$ cat config.mk
export PLATFORM = sky130hd
export DESIGN_NAME = qam_demap
export DESIGN_NICKNAME = d
export VERILOG_FILES = /design/src/rtl/qam_demap.sv
export SDC_FILE = /design/constraint.sdc
export NUM_CORES = 1
export LEC_CHECK = 0
export BUFFER_PORTS_ARGS = -buffer_cell sky130_fd_sc_hd__buf_4
export CORE_MARGIN = 1.5
export CORE_UTILIZATION = 47
export DETAILED_ROUTE_END_ITERATION = 10
export HOLD_SLACK_MARGIN = 0.03
export PLACE_DENSITY_LB_ADDON = 0.08
export SYNTH_ARGS = -nofsm -noshare
export SYNTH_HDL_FRONTEND = slang
export SYNTH_SLANG_ARGS = --single-unit
export TNS_END_PERCENT = 5
$ cat constraint.sdc
create_clock -name CLK -period 3.25 [get_ports CLK]
set_input_delay 0.1625 -clock CLK [delete_from_list [all_inputs] [get_ports CLK]]
set_output_delay 0.1625 -clock CLK [all_outputs]
set_load 0.03 [all_outputs]
$ cat src/rtl/qam_demap.sv
`timescale 1ns/1ps
`default_nettype none
// ============================================================================
// qam_demap : hard-decision BPSK/QPSK/16QAM demapper, one bit out per handshake
// Revision  : 1.0
// ============================================================================
module qam_demap #(
   parameter int W   = 11,
   parameter int THR = 256
) (
   input  logic                CLK,
   input  logic                RST,
   input  logic [1:0]          mode,
   input  logic                valid_i,
   output logic                ready_i,
   input  logic signed [W-1:0] ar,
   input  logic signed [W-1:0] ai,
   output logic                valid_x,
   input  logic                ready_x,
   output logic                x,
   output logic                err
);

   typedef enum logic [0:0] {
      IDLE  = 1'b0,
      SHIFT = 1'b1
   } state_t;

   localparam logic [1:0] MODE_BPSK  = 2'd0;
   localparam logic [1:0] MODE_QPSK  = 2'd1;
   localparam logic [1:0] MODE_QAM16 = 2'd2;
   localparam logic [W:0] THR_EXT    = THR[W:0];

   state_t     state_q, state_d;
   logic [3:0] buf_q, buf_d;
   logic [2:0] bits_left_q, bits_left_d;
   logic       err_q, err_d;

   logic       accept;
   logic       consume;
   logic       s_ar, s_ai, m_ar, m_ai;
   logic [3:0] load_buf;
   logic [2:0] load_cnt;

   // Magnitude taken one bit wider so the most-negative sample negates cleanly.
   function automatic logic mag_bit(input logic signed [W-1:0] v);
      logic [W:0] ext;
      logic [W:0] mag;
      ext = {v[W-1], v};
      mag = ext[W] ? (~ext + 1'b1) : ext;
      return (mag >= THR_EXT);
   endfunction

   assign s_ar = ~ar[W-1];
   assign s_ai = ~ai[W-1];
   assign m_ar = mag_bit(ar);
   assign m_ai = mag_bit(ai);

   assign ready_i = !RST && ((state_q == IDLE) ||
                             ((state_q == SHIFT) && (bits_left_q == 3'd1) && ready_x));
   assign accept  = valid_i && ready_i;
   assign consume = valid_x && ready_x;

   assign valid_x = (state_q == SHIFT);
   assign x       = buf_q[3];
   assign err     = err_q;

   always_comb begin
      load_buf = 4'b0000;
      load_cnt = 3'd0;
      case (mode)
         MODE_BPSK: begin
            load_buf = {s_ar, 3'b000};
            load_cnt = 3'd1;
         end
         MODE_QPSK: begin
            load_buf = {s_ar, s_ai, 2'b00};
            load_cnt = 3'd2;
         end
         MODE_QAM16: begin
            load_buf = {s_ar, m_ar, s_ai, m_ai};
            load_cnt = 3'd4;
         end
         default: begin
            load_buf = 4'b0000;
            load_cnt = 3'd0;
         end
      endcase
   end

   // Consume first, then let an accepted symbol overwrite: gives bubble-free reload.
   always_comb begin
      state_d     = state_q;
      buf_d       = buf_q;
      bits_left_d = bits_left_q;
      err_d       = 1'b0;

      if (consume) begin
         buf_d       = {buf_q[2:0], 1'b0};
         bits_left_d = bits_left_q - 3'd1;
         if (bits_left_q == 3'd1) begin
            state_d = IDLE;
            buf_d   = 4'b0000;
         end
      end

      if (accept) begin
         if (load_cnt == 3'd0) begin
            err_d = 1'b1;
         end else begin
            state_d     = SHIFT;
            buf_d       = load_buf;
            bits_left_d = load_cnt;
         end
      end
   end

   always_ff @(posedge CLK) begin
      if (RST) begin
         state_q     <= IDLE;
         buf_q       <= 4'b0000;
         bits_left_q <= 3'd0;
         err_q       <= 1'b0;
      end else begin
         state_q     <= state_d;
         buf_q       <= buf_d;
         bits_left_q <= bits_left_d;
         err_q       <= err_d;
      end
   end

endmodule
`default_nettype wire
==> summary.md, run 1 <==
| Metric | Value |
|---|---|
| Outcome | finished, final reports clean |
| Top fanout value on the critical path | 7 |
| Final nets | ~140 |
| Clock Pin Slew Worst Setup and Hold Paths | ~60 ps |
| PortBufs | 31 |
| I/O pin cnt | 32 |
| Residual DRC count | 0 |
| Largest cells by area after synthesis | dfxtp_1 (28%), ha_1 (7.8%), inv_1 (4.1%), a211oi_2 (3.9%), a211oi_1 (3.5%) |
| Vias in the first global route | just under 600 |
| Clock root buffer | clkbuf_4 |
| Syn Nets | 110 |
| Crit end category | flip-flop |
| Most frequent cells in the layout | buf_4 (31), dfxtp_1 (9), inv_1 (7) |
| Final hold vios | 0 |
| Post-Route M1 WL | approximately 630 um |
| PD cells | 319.3 nW/um^2 |
| Mapped Cells | 78 |
| Post-CTS setup buffer count | 0 |
| Max Clk Rate | between 0.5 and 0.6 GHz |
| Cts repair resizes | 0 |
| Leakage | 0.4133 nW |
| Clk Latency, worst-skew pair | approximately 270 ps |
| CP required | ~3400 ps |
| CTS tree | built |
| Via-to-Cell Ratio | between 5 and 6 |
| Cell taking the most area after synthesis | dfxtp_1 |
| Setup violations, final | 0 |
| Fin crit period | between 1500 and 2000 ps |
| TNS Setup | 0 ps |
| CP Launch Type | flip-flop |
| Slew @ Worst Pin | approximately 500 ps |
| Max H-tree Level | 1 |
| Die Y | around 40 um |
| Sequential share of the synthesized area | roughly 28% |
| Iter 0 DRT Violations | 3 |
| Drt pass-1 iters | 4 |
| CTS Buf Count | 3 |
| Total die area | between 1500 and 2000 um^2 |
| Most common cell after layout, fill and taps aside | buf_4 |
| Longest Clk Path Bufs | 2 |
| Post-DR wirelength/cell | 11.42 um |
| # diodes | 0 |
| Synth Area per Inst | between 8 and 9 um^2 |
| Hold crit path type | input pin to flip-flop |
| Register bit total from synthesis | 9 |
| Met3 Wirelength | about 100 um |
| GRT Overall Usage | between 20 and 25% |
| Maxcap violations | 0 |
| Post-DP HPWL | ~1.2 mm |
| Core Area | about 1300 um^2 |
| Worst Path Arrival | 1860 ps |
| Die Width | ~40 um |
| Placed Area | roughly 880 um^2 |
| Yosys cell types | 35 |
| First-pass GRT wire length | 2.339 mm |
| Routed Wire Length | 1.427 mm |
| Routability congestion estimate | about 0.78 |
| Worst Skew | 7.160 ps |
| Post-route cell area | between 900 and 1000 um^2 |
| Final core occ | between 70% and 80% |
| Maximum vdd drop | 0.0001891 V |
| RSZ-0062 raised after global routing | no |
| # hold bufs at CTS | 0 |
| Largest net degree at the start of global routing | 11 |
| Slew Limit Fails | 0 |
| Slew headroom | 67.03% |
| Fraction of layout cells with a size suffix above 1 | between 30 and 40% |
| Clock Sinks | 9 |
| DR WL met2 | 654 um |
| DRT antenna net count | 0 |
| Top-area cell type share of the netlist area | between 20 and 30% |
| Vias | 690 |
| P&R area growth vs syn | 41.33% |
| Final Cycle Share | a little over half |
| Initial Util | approximately 50% |
| Row Count | 13 |
| Initial antenna violation count | 0 |
| Setup Crit Path Kind | flip-flop to flip-flop |
| Top Metal Used | met4 |
| Yosys Warn Count | 0 |
| Grt ovf | 0 |
| Synthesized cell area | between 600 and 700 um^2 |
==> path summary, 6_finish.rpt <==
kind / from / endpoint / slack (ps) / cells past startpoint
setup reg to reg: bits_left_q[0]$_SDFF_PP0_ / buf_q[2]$_SDFF_PP0_ / 1540 / 5
setup / recovery: bits_left_q[0]$_SDFF_PP0_ / buf_q[2]$_SDFF_PP0_ / 1540 / 5
hold / removal: ar[10] / buf_q[3]$_SDFF_PP0_ / 90 / 2
hold reg to reg: buf_q[0]$_SDFF_PP0_ / buf_q[0]$_SDFF_PP0_ / 530 / 2
==> through the flow <==
step	power [mW]	setup WS [ps]	instances	hold slack, ps
global placement	0.2015	1531	121	363.3
detailed placement	0.2035	1518	121	368.5
floorplan	0.1641	1680	78	262.1
global route	0.3080	1459	125	88.83
finish	0.2897	1543	125	92.22
CTS	0.2903	1551	125	91.89
==> state kept, by name (all words and copies together) (netlist names) <==
signal       flops
err              1
valid_x          1
buf_q            4
bits_left_q      3
==> layer usage <==
layer,global-route usage [%],up-vias
met3,5.556,5
met5,0,-
met2,35.48,29
met4,15.52,0
li1,-,348
met1,26.26,308
==> critical path, stage by stage, from the launching register on <==
cell and delay [ps]:
dfxtp_1 390, ha_1 190, nand3b_1 190, a211oi_2 530, o32a_1 210, o32ai_1 70
==> synth_stat cells <==
| master | n |
|---|---|
| nor2b_1 | 2 |
| o32ai_1 | 1 |
| nor3b_1 | 1 |
| a21oi_1 | 4 |
| xnor2_1 | 2 |
| dfxtp_1 | 9 |
| nand3b_1 | 1 |
| ha_1 | 4 |
| o22ai_1 | 1 |
| nor2_1 | 2 |
| nor3_1 | 3 |
| o32a_1 | 2 |
| buf_2 | 1 |
| nor4_1 | 1 |
| or3_1 | 1 |
| a211oi_2 | 2 |
| or2_2 | 1 |
| nand2b_1 | 3 |
| clkbuf_1 | 2 |
| inv_1 | 7 |
| a31oi_1 | 2 |
| nand3_1 | 2 |
| a21boi_0 | 2 |
| or4_1 | 1 |
| and4b_1 | 1 |
| o211a_1 | 2 |
| a211oi_1 | 3 |
| nand2_1 | 5 |
| or4_4 | 1 |
| and2_1 | 3 |
| a21o_1 | 1 |
| and3_1 | 1 |
| or3b_2 | 1 |
| o21ai_0 | 2 |
| o2bb2ai_1 | 1 |
==> area by class of cell <==
type	instances	area, um^2
well taps	15	18.77
multi-input cells	59	422.9
clock buffers	4	26.28
repair buffers	31	232.7
inverters	7	26.28
flip-flops and latches	9	180.2
fillers	113	377.9
==> logic make-up (layout without fill, tap and decap cells) <==
| logic type | after synthesis | after routing | share of synthesized area, % |
|---|---|---|---|
| xor gates and xnor gates | 2 | 2 | 2.730 |
| adders and majority gates | 4 | 4 | 7.798 |
| AOI/OAI and AO/OA | 23 | 23 | 27.49 |
| DFF | 9 | 9 | 28.07 |
| buffers and inverters | 10 | 42 | 6.043 |
| and+or+nand+nor | 30 | 30 | 27.88 |
==> where the power goes <==
group	switching [mW]	internal, mW	leakage [nW]
logic	0.0352	0.0434	0.325
clock network	0.0409	0.0474	0.0150
registers	0.00572	0.117	0.0735
total	0.0818	0.208	0.413
Note: power is estimated with default switching activity, not from simulation.
==> run 2, diff against run 1 <==
--- a/config.mk
+++ b/config.mk
@@ -7,7 +7,7 @@
 export LEC_CHECK = 0
 export BUFFER_PORTS_ARGS = -buffer_cell sky130_fd_sc_hd__buf_4
 export CORE_MARGIN = 1.5
-export CORE_UTILIZATION = 47
+export CORE_UTILIZATION = 44
 export DETAILED_ROUTE_END_ITERATION = 10
 export HOLD_SLACK_MARGIN = 0.03
 export PLACE_DENSITY_LB_ADDON = 0.08
==> constraint.sdc (replaced) <==
create_clock -name CLK -period 1.75 [get_ports CLK]
set_input_delay 0.0875 -clock CLK [delete_from_list [all_inputs] [get_ports CLK]]
set_output_delay 0.0875 -clock CLK [all_outputs]
set_load 0.03 [all_outputs]
==> summary.md, run 2 (synthesized netlist as in run 1, its figures left out) <==
| Metric | Value |
|---|---|
| Iter 0 DRT Violations | 8 |
| Vias | about 710 |
| Residual DRC count | 0 |
| Max Clk Rate | around 0.6 GHz |
| Vias in the first global route | 605 |
| Total die area | approximately 1700 um^2 |
| Max H-tree Level | 1 |
| Drt pass-1 iters | 4 |
| Multi-input gate area | 422.9 um^2 |
| Final core occ | 70.45% |
| CTS Buf Count | 3 |
| Most common cell after layout, fill and taps aside | buf_4 |
| DRT antenna net count | 0 |
| Maximum vdd drop | roughly 0.0003 V |
| Cts repair resizes | 0 |
| Slew Limit Fails | 0 |
| Fin crit period | about 1600 ps |
| Fillers | about 120 |
| Clock Sinks | 9 |
| Post-DP HPWL | ~1.2 mm |
| Longest Clk Path Bufs | 2 |
| Grt ovf | 0 |
| Leakage | 0.4333 nW |
| P&R area growth vs syn | 46.39% |
| Final nets | 147 |
| Fraction of layout cells with a size suffix above 1 | between 30% and 40% |
| Post-CTS setup buffer count | 0 |
| Largest net degree at the start of global routing | 11 |
| Slew headroom | between 70% and 80% |
| FF+latch area | about 180 um^2 |
| Largest register FFs | 4 |
| Worst Skew | roughly 0.44 ps |
| First-pass GRT wire length | roughly 2.4 mm |
| Die Y | 41.20 um |
| Slew @ Worst Pin | about 350 ps |
| Crit end category | flip-flop |
| CTS tree | built |
| Initial Util | between 40% and 50% |
| Setup violations, final | 0 |
| Initial antenna violation count | 0 |
| Crit path from | bits_left_q[1]$_SDFF_PP0_ |
| CP required | between 1500 and 2000 ps |
| Maxcap violations | 0 |
| HP Start | RST |
| Core Area | between 1000 and 1500 um^2 |
| Outcome | finished, final reports clean |
| Final hold vios | 0 |
| I/O pin cnt | 32 |
| Hold crit path type | input pin to flip-flop |
| PortBufs | 31 |
| Clock root buffer | clkbuf_4 |
| CP Launch Type | flip-flop |
| Via-to-Cell Ratio | roughly 5.5 |
| Clk Latency, worst-skew pair | 260 ps |
| Most frequent cells in the layout | buf_4 (34), dfxtp_1 (9), inv_1 (7) |
| Setup Crit Path Kind | flip-flop to flip-flop |
| PD cells | 582.6 nW/um^2 |
| Row Count | 13 |
| Clock Pin Slew Worst Setup and Hold Paths | roughly 60 ps |
| Routability congestion estimate | a little over 0.7 |
| Top fanout value on the critical path | 5 |
| Die Width | about 40 um |
| GRT Overall Usage | 21.78% |
| Biggest register | buf_q |
| Routed Wire Length | 1.472 mm |
| Post-DR wirelength/cell | about 11 um |
| RR Startpoint | bits_left_q[1]$_SDFF_PP0_ |
| Worst Path Arrival | about 1800 ps |
| RSZ-0062 raised after global routing | no |
| TNS Setup | 0 ps |
| Final Cycle Share | between 90% and 100% |
| # diodes | 0 |
| Biggest regs | buf_q (4), bits_left_q (3) |
-- run 2: worst paths after layout --
| kind | cells past startpoint | slack, ps | to |
|---|---|---|---|
| setup / recovery | 7 | 130 | buf_q[3]$_SDFF_PP0_ |
| hold / removal | 2 | 40 | bits_left_q[0]$_SDFF_PP0_ |
| setup reg to reg | 7 | 130 | buf_q[3]$_SDFF_PP0_ |
| hold reg to reg | 2 | 500 | buf_q[0]$_SDFF_PP0_ |
-- run 2: critical path, stage by stage (launching register included) --
cell      delay, ps
dfxtp_1         310
inv_1            70
ha_1            170
nand3b_1        190
a211oi_2        370
buf_4           200
a211oi_1         50
a211oi_1        190
-- run 2: what timing repair did --
action                     4_1_cts  5_1_grt
hold endpoints to repair         1        0
hold buffers                     1        0
setup endpoints to repair        0        0
-- run 2: power breakdown --
group / total [mW] / switching (mW) / internal (mW) / leakage [nW]
clock network: 0.167 / 0.0790 / 0.0881 / 0.0150
registers: 0.227 / 0.00988 / 0.217 / 0.0735
logic: 0.153 / 0.0669 / 0.0864 / 0.345
total: 0.547 / 0.156 / 0.392 / 0.433
-- run 2: per-layer routing --
metal  routed length, um  track usage, %
met1                 608           23.40
met2                 718           37.11
met5                   0               0
met4                  45           16.94
met3                 100           3.804
-- run 2: through the flow --
stage / instance area, um^2 / setup WS (ps) / power [mW] / hold WS [ps] / instances
4_1_cts: 939.7 / 122.9 / 0.5535 / 43.63 / 129
6_report: 939.7 / 126.9 / 0.5475 / 43.85 / 129
3_5_place_dp: 903.4 / 77.77 / 0.3836 / 293.4 / 124
2_1_floorplan: 641.9 / 187.2 / 0.3048 / 187.1 / 78
5_1_grt: 939.7 / 4.181 / 0.5784 / 57.85 / 129
3_3_place_gp: 903.4 / 102.6 / 0.3806 / 290.7 / 124
-- run 2: area by class of cell --
class                   instances  area share [%]
repair buffers                 35           28.23
inverters                       7           2.796
well taps                      15           1.997
clock buffers                   4           2.796
multi-input cells              59           45.01
flip-flops and latches          9           19.17
==> run 3, diff against run 2 <==
--- a/config.mk
+++ b/config.mk
@@ -5,9 +5,10 @@
 export SDC_FILE = /design/constraint.sdc
 export NUM_CORES = 1
 export LEC_CHECK = 0
+export ABC_AREA = 1
 export BUFFER_PORTS_ARGS = -buffer_cell sky130_fd_sc_hd__buf_4
 export CORE_MARGIN = 1.5
-export CORE_UTILIZATION = 44
+export CORE_UTILIZATION = 45
 export DETAILED_ROUTE_END_ITERATION = 10
 export HOLD_SLACK_MARGIN = 0.03
 export PLACE_DENSITY_LB_ADDON = 0.08
==> summary.md, run 3 <==
| Metric | Value |
|---|---|
| Cell Count, Final, Fillers Out | ~170 |
| Residual DRC count | 0 |
| Crit-path most repeated cell | nand2_2 |
| TNS Setup | 0 ps |
| Net Sw Frac | 28.24% |
| Final hold vios | 0 |
| Mapped Cells | between 100 and 150 |
| DRT antenna net count | 0 |
| Largest family of logic cells by synthesized area | simple AND/OR/NAND/NOR gates |
| Hold crit path type | input pin to flip-flop |
| Leakage | between 0.5 and 0.6 nW |
| Clk Latency, worst-skew pair | between 200 and 300 ps |
| Fillers | roughly 150 |
| RSZ-0062 raised after global routing | no |
| Worst Path Arrival | 1510 ps |
| Cts repair resizes | 0 |
| Setup violations, final | 0 |
| Max H-tree Level | 1 |
| Top fanout value on the critical path | 5 |
| Slowest CP cell | dfxtp_1 |
| CP Launch Type | flip-flop |
| Fin crit period | around 1400 ps |
| Power share of the clock group | around 28% |
| Fraction of layout cells with a size suffix above 1 | slightly below 30% |
| Most common cell after layout, fill and taps aside | buf_4 |
| EDFF count, synth | 0 |
| Setup Crit Path Kind | flip-flop to flip-flop |
| P&R area growth vs syn | 39.82% |
| Synthesized cell area | 700.7 um^2 |
| Top-area cell type share of the netlist area | 25.71% |
| Post-DP HPWL | 1.259 mm |
| Slew @ Worst Pin | approximately 230 ps |
| First-pass GRT wire length | 2.532 mm |
| Routed Wire Length | approximately 1.4 mm |
| Leading cell types by count after synthesis | nand2_1 (30), inv_1 (21), nor2_1 (17) |
| Switching Power | 0.1506 mW |
| Vias | a little under 800 |
| Biggest register | buf_q |
| Sequential share of the synthesized area | between 20% and 30% |
| Sequential share of power | between 40% and 50% |
| Clock Sinks | 9 |
| Routability congestion estimate | approximately 0.8 |
| CTS Buf Count | 3 |
| Yosys Warn Count | 0 |
| Post-CTS setup buffer count | 0 |
| Clock Pin Slew Worst Setup and Hold Paths | 60 ps |
| Grt ovf | 0 |
| Outcome | finished, final reports clean |
| Most frequent cells in the layout | buf_4 (31), nand2_1 (30), inv_1 (21) |
| Core Area | 1489 um^2 |
| Largest net degree at the start of global routing | 8 |
| Slew Limit Fails | 0 |
| Final nets | about 190 |
| Drt pass-1 iters | 6 |
| Placed cell count | roughly 160 |
| Yosys cell types | 19 |
| Cell taking the most area after synthesis | dfxtp_1 |
| Most frequent cell after synthesis | nand2_1 |
| Synth Area in Compound Gates | 11.96% |
| CTS tree | built |
| Clock root buffer | clkbuf_4 |
| GRT Overall Usage | roughly 18% |
| CP required | roughly 1900 ps |
| Maximum vdd drop | around 0.00022 V |
| Die Width | approximately 42 um |
| Initial antenna violation count | 0 |
| Max Clk Rate | roughly 0.73 GHz |
| Register bit total from synthesis | 9 |
| Simple-Gate Fraction of Synth Area | between 30% and 40% |
| Longest Clk Path Bufs | 2 |
| Maxcap violations | 0 |
| Crit-path cells | inv_1 -> ha_1 -> nand2_2 -> inv_2 -> nand2_2 -> nand2_2 -> nand3_4 -> nor2_1 -> inv_1 -> a21oi_1 -> nor3_1 |
| Total die area | roughly 1800 um^2 |
| CP max stage delay | ~310 ps |
| Iter 0 DRT Violations | 12 |
| Crit end category | flip-flop |
| Post-DR wirelength/cell | about 8.3 um |
| Via-to-Cell Ratio | between 4 and 5 |
| Worst Skew | 4.358 ps |
| Async set or reset register ratio after synthesis | 0% |
| Int Power | 0.3828 mW |
| Slew headroom | ~85% |
| Row Count | 14 |
| HP Start | RST |
| Mux cell area share after synthesis | 0% |
| PortBufs | 31 |
| Ys flop type | dfxtp_1 |
| I/O pin cnt | 32 |
| XOR/XNOR Fraction of Synth Area | 2.500% |
| Final Cycle Share | between 70% and 80% |
| PD cells | about 540 nW/um^2 |
| Initial Util | between 40% and 50% |
| Crit path from | bits_left_q[1]$_SDFF_PP0_ |
| Synth Area per Inst | 5.989 um^2 |
| Syn Nets | 149 |
| Largest cells by area after synthesis | dfxtp_1 (26%), nand2_1 (16%), inv_1 (11%), nor2_1 (9.1%), ha_1 (7.1%) |
| RR Startpoint | bits_left_q[1]$_SDFF_PP0_ |
| Vias in the first global route | between 700 and 800 |
| # hold bufs at CTS | 0 |
| Combinational group share of total power | 30.1% |
| Largest register FFs | 4 |
| Post-Synth Adder-Cell Area | around 7.1% |
| Die Y | ~42 um |
| Biggest regs | buf_q (4), bits_left_q (3) |
| # diodes | 0 |
-- run 3: changes by cell type in the layout (fill, tap and decap cells not counted), sizes merged, moves of 3 or more --
cell	before	now
nand2	5	34
inv	7	25
nor2	2	19
a211oi	5	0
a21oi	4	8
o21ai	2	6
and2	3	0
buf	34	31
nand2b	3	0
nand3	2	5
-- run 3: cell families (layout without fill, tap and decap cells) --
family                     after synthesis  count (layout)
AOI/OAI and AO/OA                       16              16
DFF                                      9               9
buffers and inverters                   25              60
and+or+nand+nor                         61              61
adders and majority gates                4               4
xor gates and xnor gates                 2               2
-- run 3: through the flow --
stage / area (um^2) / util (%) / hold WS, ps / total power, mW / worst slack (ps)
2_1_floorplan: 700.7 / - / 156.6 / 0.3136 / 395.6
3_3_place_gp: 953.4 / 64.03 / 304.8 / 0.3855 / 437.5
3_5_place_dp: 953.4 / 64.03 / 309.1 / 0.3892 / 372.9
4_1_cts: 979.7 / 65.80 / 40.60 / 0.5404 / 361.8
5_1_grt: 979.7 / 65.80 / 39.76 / 0.5786 / 161.7
6_report: 979.7 / 65.80 / 48.68 / 0.5334 / 380.7
-- run 3: worst max-delay path: cells and delay by family (launching register included) --
kind	cells	cell delay, ps
AND/OR/NAND/NOR	6	480
flip-flops	1	310
buffers and inverters	3	190
AO/OA/AOI/OAI	1	120
adder cells (fa/ha/maj)	1	160
-- run 3: power groups by stage --
stage	logic (mW)	registers (mW)	clock network [mW]
global route	0.183	0.224	0.172
detailed placement	0.162	0.227	0
finish	0.161	0.223	0.150
global placement	0.159	0.227	0
CTS	0.163	0.223	0.155
floorplan	0.0796	0.234	0
-- run 3: final timing paths --
check	end	cells after the start	slack [ps]
setup / recovery	bits_left_q[0]$_SDFF_PP0_	11	380
hold / removal	buf_q[0]$_SDFF_PP0_	2	50
setup reg to reg	bits_left_q[0]$_SDFF_PP0_	11	380
hold reg to reg	buf_q[0]$_SDFF_PP0_	2	490
-- run 3: layout make-up --
cell class	instances	area [um^2]	share of cell area [%]
Clock buffer	4	26.28	2.682
Timing Repair Buffer	31	232.7	23.75
Tap cell	16	20.02	2.043
Sequential cell	9	180.2	18.39
Multi-Input combinational cell	83	426.7	43.55
Inverter	25	93.84	9.579
-- run 3: metal layers --
layer | GRT usage, % | vias to the layer above | wire (um)
met5 | 0 | - | 0
met4 | 7.500 | 0 | 9
met3 | 3.017 | 2 | 71
met2 | 32.31 | 25 | 727
met1 | 20.42 | 331 | 587
li1 | - | 426 | -
